**config.mk**
```make
export PLATFORM = sky130hd
export DESIGN_NAME = instr_encoder
export DESIGN_NICKNAME = d
export VERILOG_FILES = /design/src/rtl/riscv_enc_pkg.sv /design/src/rtl/imm_pack.sv /design/src/rtl/instr_encoder.sv
export SDC_FILE = /design/constraint.sdc
export NUM_CORES = 1
export LEC_CHECK = 0
export ABC_CLOCK_PERIOD_IN_PS = 7200
export CORE_ASPECT_RATIO = 1.4
export CORE_MARGIN = 8
export CORE_UTILIZATION = 56
export CTS_BUF_LIST = sky130_fd_sc_hd__clkbuf_4
export CTS_CLUSTER_SIZE = 24
export DETAILED_ROUTE_END_ITERATION = 16
export PLACE_DENSITY = 0.86
export SYNTH_ARGS = -nofsm -noshare
export SYNTH_HDL_FRONTEND = slang
export SYNTH_HIERARCHICAL = 1
export SYNTH_SLANG_ARGS = --single-unit
```
**constraint.sdc**
```tcl
create_clock -name clk -period 7.2 [get_ports clk]
set_input_delay 1.44 -clock clk [delete_from_list [all_inputs] [get_ports clk]]
set_output_delay 1.44 -clock clk [all_outputs]
set_load 0.05 [all_outputs]
```
**src/rtl/riscv_enc_pkg.sv**
```systemverilog
// Shared opcode constants, format enum and stage bundle for the
// RV64 instruction encoder.
package riscv_enc_pkg;

    localparam logic [6:0] OP_IMM    = 7'b0010011;
    localparam logic [6:0] OP_JALR   = 7'b1100111;
    localparam logic [6:0] OP_LOAD   = 7'b0000011;
    localparam logic [6:0] OP_STORE  = 7'b0100011;
    localparam logic [6:0] OP_BRANCH = 7'b1100011;
    localparam logic [6:0] OP_LUI    = 7'b0110111;
    localparam logic [6:0] OP_JAL    = 7'b1101111;
    localparam logic [6:0] OP_SYSTEM = 7'b1110011;

    localparam logic [31:0] NOP_WORD = 32'h0000_0013;
    localparam logic [31:0] BAD_WORD = 32'h0000_0000;

    typedef enum logic [2:0] {
        FMT_I,
        FMT_S,
        FMT_B,
        FMT_U,
        FMT_J,
        FMT_SYS,
        FMT_BAD
    } fmt_e;

    typedef struct packed {
        logic [6:0]  opcode;
        logic [2:0]  funct3;
        logic [4:0]  rd;
        logic [4:0]  rs1;
        logic [4:0]  rs2;
        logic [63:0] imm;
    } s1_t;

    function automatic fmt_e classify(input logic [6:0] op);
        fmt_e f;
        case (op)
            OP_IMM, OP_JALR, OP_LOAD: f = FMT_I;
            OP_STORE:                 f = FMT_S;
            OP_BRANCH:                f = FMT_B;
            OP_LUI:                   f = FMT_U;
            OP_JAL:                   f = FMT_J;
            OP_SYSTEM:                f = FMT_SYS;
            default:                  f = FMT_BAD;
        endcase
        return f;
    endfunction

endpackage

```
**src/rtl/imm_pack.sv**
```systemverilog
// Combinational format packing and 64-bit signed immediate range check.
module imm_pack
    import riscv_enc_pkg::*;
(
    input  logic [6:0]  opcode_i,
    input  logic [2:0]  funct3_i,
    input  logic [4:0]  rd_i,
    input  logic [4:0]  rs1_i,
    input  logic [4:0]  rs2_i,
    input  logic [63:0] imm_i,
    output logic [31:0] instr_o,
    output logic        err_o
);

    fmt_e        fmt;
    logic        fits12;
    logic        fits13;
    logic        fits21;
    logic        fits32;
    logic        in_range;
    logic [31:0] word;

    // A value fits N signed bits when every bit above N-1 copies bit N-1.
    assign fits12 = (imm_i[63:11] == {53{imm_i[11]}});
    assign fits13 = (imm_i[63:12] == {52{imm_i[12]}});
    assign fits21 = (imm_i[63:20] == {44{imm_i[20]}});
    assign fits32 = (imm_i[63:31] == {33{imm_i[31]}});

    always_comb begin
        fmt      = classify(opcode_i);
        word     = BAD_WORD;
        in_range = 1'b0;
        case (fmt)
            FMT_I: begin
                word = {imm_i[11:0], rs1_i, funct3_i, rd_i, opcode_i};
                in_range = fits12;
            end
            FMT_S: begin
                word = {imm_i[11:5], rs2_i, rs1_i, funct3_i,
                        imm_i[4:0], opcode_i};
                in_range = fits12;
            end
            FMT_B: begin
                word = {imm_i[12], imm_i[10:5], rs2_i, rs1_i, funct3_i,
                        imm_i[4:1], imm_i[11], opcode_i};
                in_range = fits13 & ~imm_i[0];
            end
            FMT_U: begin
                word = {imm_i[31:12], rd_i, opcode_i};
                in_range = fits32 & (imm_i[11:0] == 12'd0);
            end
            FMT_J: begin
                word = {imm_i[20], imm_i[10:1], imm_i[11],
                        imm_i[19:12], rd_i, opcode_i};
                in_range = fits21 & ~imm_i[0];
            end
            FMT_SYS: begin
                word = {imm_i[11:0], rs1_i, funct3_i, rd_i, opcode_i};
                in_range = (imm_i[63:1] == 63'd0);
            end
            default: begin
                word     = BAD_WORD;
                in_range = 1'b0;
            end
        endcase
    end

    always_comb begin
        instr_o = word;
        err_o   = 1'b0;
        if (fmt == FMT_BAD) begin
            instr_o = BAD_WORD;
            err_o   = 1'b1;
        end else if (!in_range) begin
            instr_o = NOP_WORD;
            err_o   = 1'b1;
        end
    end

endmodule

```
**src/rtl/instr_encoder.sv**
```systemverilog
// Two-stage valid/ready RV64 instruction encoder with transfer statistics.
module instr_encoder
    import riscv_enc_pkg::*;
#(
    parameter int CNT_W = 16
) (
    input  logic             clk,
    input  logic             reset,
    input  logic             in_valid,
    output logic             in_ready,
    input  logic [6:0]       opcode,
    input  logic [2:0]       funct3,
    input  logic [4:0]       rd,
    input  logic [4:0]       rs1,
    input  logic [4:0]       rs2,
    input  logic [63:0]      imm,
    output logic             out_valid,
    input  logic             out_ready,
    output logic [31:0]      instr,
    output logic             err,
    output logic [CNT_W-1:0] good_count,
    output logic [7:0]       err_count
);

    s1_t              s1_q, s1_d;
    logic             s1_valid_q, s1_valid_d;
    logic             s2_valid_q, s2_valid_d;
    logic [31:0]      instr_q, instr_d;
    logic             err_q, err_d;
    logic [CNT_W-1:0] good_q, good_d;
    logic [7:0]       errc_q, errc_d;

    logic        s2_adv;
    logic        accept;
    logic        fire;
    logic [31:0] pk_instr;
    logic        pk_err;

    imm_pack u_pack (
        .opcode_i (s1_q.opcode),
        .funct3_i (s1_q.funct3),
        .rd_i     (s1_q.rd),
        .rs1_i    (s1_q.rs1),
        .rs2_i    (s1_q.rs2),
        .imm_i    (s1_q.imm),
        .instr_o  (pk_instr),
        .err_o    (pk_err)
    );

    assign s2_adv   = ~s2_valid_q | out_ready;
    assign in_ready = ~reset & (~s1_valid_q | s2_adv);
    assign accept   = in_valid & in_ready;
    assign fire     = s2_valid_q & out_ready;

    always_comb begin
        s1_d       = s1_q;
        s1_valid_d = accept | (s1_valid_q & ~s2_adv);
        if (accept) begin
            s1_d.opcode = opcode;
            s1_d.funct3 = funct3;
            s1_d.rd     = rd;
            s1_d.rs1    = rs1;
            s1_d.rs2    = rs2;
            s1_d.imm    = imm;
        end
    end

    // S2 holds its word while stalled; it only reloads when it can advance.
    always_comb begin
        s2_valid_d = s2_valid_q;
        instr_d    = instr_q;
        err_d      = err_q;
        if (s2_adv) begin
            s2_valid_d = s1_valid_q;
            if (s1_valid_q) begin
                instr_d = pk_instr;
                err_d   = pk_err;
            end
        end
    end

    always_comb begin
        good_d = good_q;
        errc_d = errc_q;
        if (fire) begin
            if (err_q) begin
                if (errc_q != 8'hFF) errc_d = errc_q + 8'd1;
            end else begin
                good_d = good_q + 1'b1;
            end
        end
    end

    always_ff @(posedge clk) begin
        if (reset) begin
            s1_q       <= '0;
            s1_valid_q <= 1'b0;
            s2_valid_q <= 1'b0;
            instr_q    <= '0;
            err_q      <= 1'b0;
            good_q     <= '0;
            errc_q     <= '0;
        end else begin
            s1_q       <= s1_d;
            s1_valid_q <= s1_valid_d;
            s2_valid_q <= s2_valid_d;
            instr_q    <= instr_d;
            err_q      <= err_d;
            good_q     <= good_d;
            errc_q     <= errc_d;
        end
    end

    assign out_valid  = s2_valid_q;
    assign instr      = instr_q;
    assign err        = err_q;
    assign good_count = good_q;
    assign err_count  = errc_q;

endmodule

```
* Word level (Yosys, flattened, before mapping) *
Cells that the tools add are included.

word-level totals
  word-level logic and storage cells = 65
  output and inout port bits = 59
  flip-flop bits (word level) = 148
  input bits = 93

operators by class
  mux-type cells = 7
  add/subtract/negate cells = 2
  bitwise gates (word level) = 16
  reduce and logical (&&, ||, !) cells = 9
  equal/unequal tests = 19

operators by type and width
  operator                                             number
  one-hot mux 32 bit (5 select lines)                  1
  two-way mux 32 bit                                   2
  logical NOT 63 bit                                   1
  equality test 52 bit                                 1
  equality test 51 bit                                 1
  equality test 43 bit                                 1
  equality test 32 bit                                 1
  equality test 7 bit, second input constant           4
  one-hot mux 3 bit (6 select lines)                   1
  adder 16 x 1 -> 16 bit, second input constant        1
  equality test 7 x 6 -> 1 bit, second input constant  2
  logical NOT 12 bit                                   1
  equality test 3 bit, second input constant           3
  adder 8 x 1 -> 8 bit, second input constant          1
  != test 8 bit, second input constant                 1
  bitwise AND 1 bit                                    7
  equality test 7 x 2 -> 1 bit, second input constant  1
  equality test 7 x 5 -> 1 bit, second input constant  1
  equality test 3 x 2 -> 1 bit, second input constant  2
  NOT 1 bit                                            6
  one-hot mux 1 bit (5 select lines)                   1
  AND reduction 2 bit                                  2
  OR reduction 2 bit                                   2
  equality test 3 x 1 -> 1 bit, second input constant  1
  other kinds (5)                                      8

* Logic depth before layout (Yosys ltp) *
Gate-level depths: netlist of the first run.

  depth in word-level cells = 8
  gate-level depth with buffers = 12

* Hierarchy *
Netlist of the first run, hierarchy kept.

by module, submodules not included
  module         sequential area each (µm²)  area each (µm²)  cells an instance  instances
  instr_encoder  2962.8                      5585.4           664                1
  imm_pack       0.0                         1073.5           183                1

* Least setup slack after synthesis of the first run *
Ideal clock, no wire load.

  path type = in2out
  from = in reset
  to = out in_ready
  buffers on the path = 3
  cell stages on the path = 4
  arrival time = 2.715 ns
  setup slack = 3.045 ns
  cells stage by stage = clkbuf_8 > clkbuf_1 > clkbuf_1 > a21oi_1

between the ends
  longest elaborated chain between the ends = 2

RTL lines
  element            RTL line             text
  from (decl)        instr_encoder.sv:8   input logic reset,
  NOT 1 bit          instr_encoder.sv:51  assign in_ready = ~reset & (~s1_valid_q | s2_adv);
  bitwise AND 1 bit  instr_encoder.sv:51
  to (decl)          instr_encoder.sv:10  output logic in_ready,

No other way between the ends.

* Worst setup path after layout of the first run *
  from = in out_ready
  to = out in_ready

between the ends
  longest elaborated chain between the ends = 3

RTL lines
  element            RTL line             text
  from (decl)        instr_encoder.sv:18  input logic out_ready,
  OR 1 bit           instr_encoder.sv:50  assign s2_adv = ~s2_valid_q | out_ready;
  OR 1 bit           instr_encoder.sv:51
  bitwise AND 1 bit  instr_encoder.sv:51

No other way between the ends.

==> results list, run 1 <==
* Core utilization of the finished layout: 72.2%
- The HPWL after detailed placement is 12800 um.
* Vias: 6308
- Measured against its own limit, the worst slew margin works out to 34.6%.
- The global routing stage identified its most utilized layer as met2.
* Max clock buf depth: 2
- On the critical path, the stage with the largest delay is an instance of clkdlybuf4s50_1.
- In this run the count of I/O pins placed on the die edge is 152.
* Worst min path class: register to register
- For this run, the top clock speed supported by timing is 0.214 GHz.
- The first TritonRoute pass finished after 5 iterations.
* Power per standard cell area: 186 mW/mm^2
- Global Route Usage Sum: 22.3%
- Subtracting the final worst setup slack from the clock period gives 4680 ps.
* Share of flip-flops with an asynchronous set or reset: 0%
* Maximum single-stage delay on the critical path: 820 ps
* Wire length of the first global-routing pass: 28500 um
- The congestion estimate from routability-driven global placement came to 0.924.
* Setup fix buffers added after clock tree synthesis: 0
- Worst R2R Path Depth: 10
- The clock arrives with 17.9 ps of skew.
- Hold violation total from the final report: 0
- Fraction of the cycle the final worst path needs: 64.9%
- Hold Path Cell Cnt: 2
* Status: complete, no violations
- Worst-skew pair later-pin latency: 540 ps
* Worst endpoint data arrival time: 3240 ps
- From bottom edge to top edge, the die measures 145 um.
- Count of cell types in the netlist: 56
- The die covers 0.0157 mm^2.
- Met3 track demand over resource: 4.79%
- The synthesized design contains 0 enable-type register cells.
- The Yosys step of the flow raised 6 warnings.
* Non-Filler Cell Area, Final: 0.00845 mm^2
- Across the run, the number of max-cap violations was 0.
* Library cell used as clock root buffer: clkbuf_4
* Number of remaining DRC errors: 0
- Diode insertion count for antenna repair: 0
* Clock sink count: 148
- The via count of the first global-routing pass is 5959.
- After clock tree synthesis, the clock-pin slew on the worst setup and hold paths is 120 ps.
- Entering global routing, the biggest net connects 102 pins.
- In this run the standard cell core region covers 0.0117 mm^2.
* Unrepaired setup endpoints after global routing: no
- Count of nets left with antenna violations after detail routing: 0
* Largest fanout on the critical path: 6
* Count of nets after finishing: 1069
- Synth Register Bits: 148
- Total power for the finished layout comes to 0.00157 W.
- CTS tree: built
- The detailed router finished its first iteration with 473 violations.
* Max H-tree Level: 4
- The worst setup path is launched from a primary input.
- The floorplan has 47 rows.
- Initial antenna violation count: 0
- Width of the die: 108 um
* Gate Count Post-Synth: 847
* Cell Chain, Critical Path: clkdlybuf4s50_1, and2b_1, a21oi_1, clkdlybuf4s50_1
- Setup total negative slack: 0 ps
* Resize count post-CTS: 0
* Mapped Nets: 944
* Total wirelength of the detailed-routed design: 17900 um
- Most frequent cell on the critical path: clkdlybuf4s50_1
- Dividing the detail-routed wire length by the instance count gives 15.8 um.
* Count of fill cells added during filler insertion: 952
- Share of synthesized area occupied by flip-flops and latches: 44.5%
- STA puts the critical path data required time at 5760 ps.
* Setup crit end kind: output port
* Met1 track demand over resource in global routing: 25.4%
- A synthesized cell averages 7.86 um^2.
* Syn-to-layout area delta: 26.8%
- Effective utilization at floorplan: 56.9%
- Met2 Track Usage GR: 38.4%
* Max Slew Vio Count: 0
- Summed over all layers, the global routing overflow is 0.
* Start-to-end type of the worst setup path: primary input to output port
* Most common flop cell mapped by yosys: dfxtp_1
- Cts-stage hold buffer count: 0
- Cell Area, Placed: 0.00817 mm^2
- Buffers placed on the I/O ports in this run total 151.
- In this run, CTS created clock tree buffers numbering 17.
- The post-route netlist has 5.08% of its cells at a drive strength greater than 1.
- Dividing the detail-routed via count by the number of cells gives 5.57.
* Worst-margin pin slew: 978 ps
- Setup violations remaining at the end of the flow were counted as 0.
- Peak ir drop on the vdd network: 0.000130 V
- Combined area of all synthesized cells: 0.00666 mm^2
* P_leak: 2.79 nW
-- placed cells by master, fill, tap and decap left out, types with 4 or more instances in the layout --
cell type	Yosys	layout
nand2_1	173	173
clkdlybuf4s50_1	0	150
dfxtp_1	148	148
o21ai_0	94	94
nand2b_1	93	93
nor2_1	59	59
a21oi_1	46	46
a22oi_1	21	21
nand4_1	19	19
clkbuf_4	0	18
nand3_1	17	17
nor4_1	14	14
nor3_1	10	10
xor2_1	9	9
buf_4	4	9
inv_1	8	8
xnor2_1	8	8
or4_1	7	7
or3_1	5	5
nor2b_1	6	5
o21ai_1	5	5
a222oi_1	5	5
ha_1	4	4
clkinvlp_4	0	4
clkinv_1	0	4
-- registers in the layout, summed over array words and instances (netlist names) --
name        count
good_count     16
out_valid       1
s1_q           89
s1_valid_q      1
instr          32
err_count       8
err             1
-- layer usage --
layer,part of all wire [%],vias up
met5,0,-
met4,2.9,0
met3,5.8,40
met2,51,221
met1,41,2884
li1,-,3163
-- cells in the mapped netlist (all sizes together) (2+ instances only) --
master	n	area share, %
dfxtp	148	44
nand2	173	9.8
inv	9	0.51
a22oi	21	2.4
or4	8	0.96
and3	4	0.39
nand3	17	1.3
nand3b	3	0.34
or3	5	0.47
ha	4	0.75
a211oi	3	0.60
nor4b	2	0.26
nand4	20	2.0
mux2	2	0.34
nor3	11	0.90
xor2	9	1.2
nor2	59	3.3
clkbuf	38	2.4
nand4b	2	0.26
a222oi	5	0.75
and4	2	0.26
xnor2	8	1.1
nand2b	93	8.7
and2	3	0.28
nor2b	6	0.56
o21ai	99	7.4
a21oi	46	3.5
o211ai	3	0.34
nor4	14	1.3
buf	15	1.3
-- power by group --
group	total (W)	switching, W	internal (W)
combinational	0.000171	0.0000839	0.0000874
clock	0.000500	0.000294	0.000207
sequential	0.000897	0.0000405	0.000857
total	0.00157	0.000418	0.00115
-- logic make-up (layout without fill, tap and decap cells) --
family / after synthesis / count (layout) / share of synthesized area (%)
muxes: 3 / 3 / 0.489
DFF: 148 / 148 / 44.5
and+or+nand+nor: 426 / 426 / 31.6
xor gates and xnor gates: 17 / 17 / 2.24
AOI/OAI and AO/OA: 187 / 187 / 16.2
adders and majority gates: 4 / 4 / 0.752
buffers and inverters: 62 / 200 / 4.21
-- through the flow --
| stage | std cells | setup WS [ps] | hold WS [ps] |
|---|---|---|---|
| detailed placement | 1100 | 2530 | 446 |
| CTS | 1132 | 2520 | 463 |
| global route | 1132 | 2480 | 483 |
| global placement | 1100 | 2550 | 441 |
| finish | 1132 | 2520 | 462 |
| floorplan | 847 | 3040 | 448 |
-- cell type report --
cell class / count / area [um^2] / area share (%)
clock buffer: 18 / 135 / 1.60
clock inverter: 14 / 136 / 1.61
inverter: 9 / 33.8 / 0.400
multi-input combinational: 637 / 3420 / 40.5
sequential: 148 / 2960 / 35.1
tap: 147 / 184 / 2.18
timing repair buffer: 159 / 1570 / 18.6
-- worst paths after layout --
check	startpoint	slack (ps)	to
hold / removal	instr[0]$_SDFFE_PP0P_	460	instr[0]$_SDFFE_PP0P_
setup reg to reg	s1_q[50]$_SDFFE_PP0P_	4190	instr[19]$_SDFFE_PP0P_
hold reg to reg	instr[0]$_SDFFE_PP0P_	460	instr[0]$_SDFFE_PP0P_
setup / recovery	out_ready	2520	in_ready
-- critical path: cells and delay by family --
family,cells,cell delay (ps)
AND/OR/NAND/NOR,1,280
buffers and inverters,2,1350
AO/OA/AOI/OAI,1,160
(Power assumes the default switching activity.)
==> inputs of run 2 (changes only) <==
--- a/config.mk
+++ b/config.mk
@@ -5,14 +5,14 @@
 export SDC_FILE = /design/constraint.sdc
 export NUM_CORES = 1
 export LEC_CHECK = 0
-export ABC_CLOCK_PERIOD_IN_PS = 7200
+export ABC_CLOCK_PERIOD_IN_PS = 4500
 export CORE_ASPECT_RATIO = 1.4
 export CORE_MARGIN = 8
-export CORE_UTILIZATION = 56
+export CORE_UTILIZATION = 52
 export CTS_BUF_LIST = sky130_fd_sc_hd__clkbuf_4
 export CTS_CLUSTER_SIZE = 24
 export DETAILED_ROUTE_END_ITERATION = 16
-export PLACE_DENSITY = 0.86
+export PLACE_DENSITY = 0.8
 export SYNTH_ARGS = -nofsm -noshare
 export SYNTH_HDL_FRONTEND = slang
 export SYNTH_HIERARCHICAL = 1
==> constraint.sdc (replaced) <==
create_clock -name clk -period 4.5 [get_ports clk]
set_input_delay 0.9 -clock clk [delete_from_list [all_inputs] [get_ports clk]]
set_output_delay 0.9 -clock clk [all_outputs]
set_load 0.05 [all_outputs]
==> results list, run 2 (same netlist as run 1, synthesis figures left out) <==
- The number of H-tree levels came to 4 (unchanged).
- The cts-stage hold buffer count was 0 (unchanged).
- Worst-skew pair later-pin latency: 540 ps (about the same)
- The aggregate global routing overflow was 0 (unchanged).
- Vias in the first global route: 6056 (was 5959)
- Max clock buf depth: 2 (unchanged)
- The number of buffers inserted to repair setup after CTS is 0 (unchanged).
- The worst clock skew came to 16.9 ps (was 17.9 ps).
- Library cell used as clock root buffer: clkbuf_4 (unchanged)
- The clock slew seen by the registers of the worst setup and hold paths came to 120 ps (about the same).
- 1st-pass router iterations: 7 (was 5)
- Footprint of the multi-input gates: 0.00342 mm^2 (unchanged)
- Start-to-end type of the worst setup path: primary input to output port (unchanged)
* Largest fanout on the critical path: 6 (unchanged)
* Initial detailed-routing violation count: 436 (was 473)
- Total CTS buffers: 17 (unchanged)
* Worst endpoint data arrival time: 2710 ps (was 3240 ps)
- Setup total negative slack: 0 ps (unchanged)
- Number of placement rows: 49 (was 47)
- The count of nets after finishing was 1070 (was 1069).
- Maximum achievable frequency: 0.277 GHz
- The register containing the most flip-flops in the final layout was s1_q (unchanged).
- Status: complete, no violations (unchanged).
* GP Congestion: 0.931 (was 0.924)
- Sum of met3 wire segment lengths after detailed routing: 1020 um (was 1050 um)
* Syn-to-layout area delta: 28.5% (was 26.8%)
- The number of top-level pins came to 152 (unchanged).
- Area of the die: 0.0167 mm^2 (was 0.0157 mm^2)
- Resize count post-CTS: 0 (unchanged)
- Most frequent cells in the layout: nand2_1 (173), clkdlybuf4s50_1 (150), dfxtp_1 (148), o21ai_0 (94), nand2b_1 (93) (unchanged)
- The post-route total power came to 0.00268 W (was 0.00157 W).
- CTS tree: built (unchanged)
- The met1 wire length came to 7380 um (was 7270 um).
- Unrepaired setup endpoints after global routing: no (unchanged).
- Fraction of the cycle the final worst path needs: 80.2%
- Maxcap violations: 0 (unchanged)
- The most common library cell in the layout ignoring fill and taps was nand2_1 (unchanged).
- The placeable core region was 0.0127 mm^2 (was 0.0117 mm^2).
* Count of fill cells added during filler insertion: 1106 (was 952)
- The vias per cell was 5.54 (was 5.57).
- The combined global-route utilization of all metal layers is 22.0% (was 22.3%).
- Power per standard cell area: 313 mW/mm^2 (was 186 mW/mm^2)
- The number of nets with antenna violations after detailed routing came to 0 (unchanged).
- P_leak: 2.85 nW (was 2.79 nW)
* Slew Limit Headroom: 40.8% (was 34.6%)
* Share of post-route cells with drive strength above 1: 5.28% (was 5.08%)
- Total wirelength of the detailed-routed design: 18300 um (was 17900 um)
- Wire length of the first global-routing pass: 30000 um (was 28500 um)
- Hold violation total from the final report: 0 (unchanged)
* Number of setup violations in the final report: 0 (unchanged)
- Initial antenna violation count: 1 (was 0)
- The worst vdd rail ir drop is 0.000212 V (was 0.000130 V).
- Highest metal used: met4 (unchanged)
- Flip-flop count of the largest register, all copies and words added: 89 (unchanged)
- The register area is 0.00296 mm^2 (unchanged).
- Detailed-placement wirelength estimate: 13300 um (was 12800 um)
- The final non-filler cell area is 0.00855 mm^2 (was 0.00845 mm^2).
- The final routed wire length divided by cell count came to 16.1 um (was 15.8 um).
- Cell Area, Placed: 0.00821 mm^2 (was 0.00817 mm^2)
* Crit start category: primary input (unchanged)
- The count of unresolved DRC violations after routing is 0 (unchanged).
- The starting density of the core is 52.5% (was 56.9%).
- The total number of vias is 6315 (was 6308).
- Setup crit end kind: output port (unchanged)
- Shortest clock period the worst path allows after layout: 3610 ps
- Largest net degree at the start of global routing: 98 (was 102)
- Width of the die: 112 um (was 108 um)
- The count of pins over their slew limit was 0 (unchanged).
* Worst min path class: register to register (unchanged)
- The required time at the endpoint of the critical path came to 3600 ps (was 5760 ps).
- The number of buffers added on ports is 151 (unchanged).
* Worst-margin pin slew: 885 ps (was 978 ps)
- Total length of routed met2 wires: 9490 um (was 9070 um)
* Height of the die: 150 um (was 145 um)
* Clock sink count: 148 (unchanged)
## run 2: changes by cell type in the layout (fill, tap and decap cells not counted), sizes merged
cell      change
clkinv        +1
clkbuf        -1
buf           +1
clkinvlp      -3
bufinv        +3
inv           -1
diode         +1
## run 2: through the flow
step	cells	util, %	worst slack [ps]	hold slack (ps)
after floorplan	847	-	1420	448
after global placement	1107	64.7	923	441
after detailed placement	1107	64.7	891	446
after CTS	1138	67.4	886	463
after global routing	1139	67.4	826	482
final	1139	67.4	892	462
## run 2: worst paths after layout
kind | start | to | slack (ps) | cells after the start
min | instr[5]$_SDFFE_PP0P_ | instr[5]$_SDFFE_PP0P_ | 460 | 2
max | out_ready | in_ready | 890 | 4
max reg2reg | s1_q[58]$_SDFFE_PP0P_ | instr[31]$_SDFFE_PP0P_ | 1450 | 10
min reg2reg | instr[5]$_SDFFE_PP0P_ | instr[5]$_SDFFE_PP0P_ | 460 | 2
## run 2: routing by layer
layer / GRT usage [%] / up-vias
met3: 5.37 / 34
met4: 8.37 / 0
met2: 39.6 / 223
met1: 24.6 / 2899
li1: - / 3159
met5: 0 / -
## run 2: area by class of cell
class                           count  share of cell area [%]
Multi-Input combinational cell    637                    40.0
Sequential cell                   148                    34.6
Timing Repair Buffer              160                    18.7
Clock inverter                     14                    2.46
Tap cell                          153                    2.24
Clock buffer                       17                    1.49
Inverter                            9                   0.395
Antenna cell                        1                  0.0293
## run 2: power by group
part           switching [W]  internal (W)  leakage, nW
logic               0.000135      0.000143         1.46
clock network       0.000473      0.000492        0.177
registers          0.0000663       0.00137         1.21
total               0.000674       0.00201         2.85
## run 2: critical path: stages
cell and delay (ps):
clkdlybuf4s50_1 530, and2b_1 280, a21oi_1 180, clkdlybuf4s50_1 820
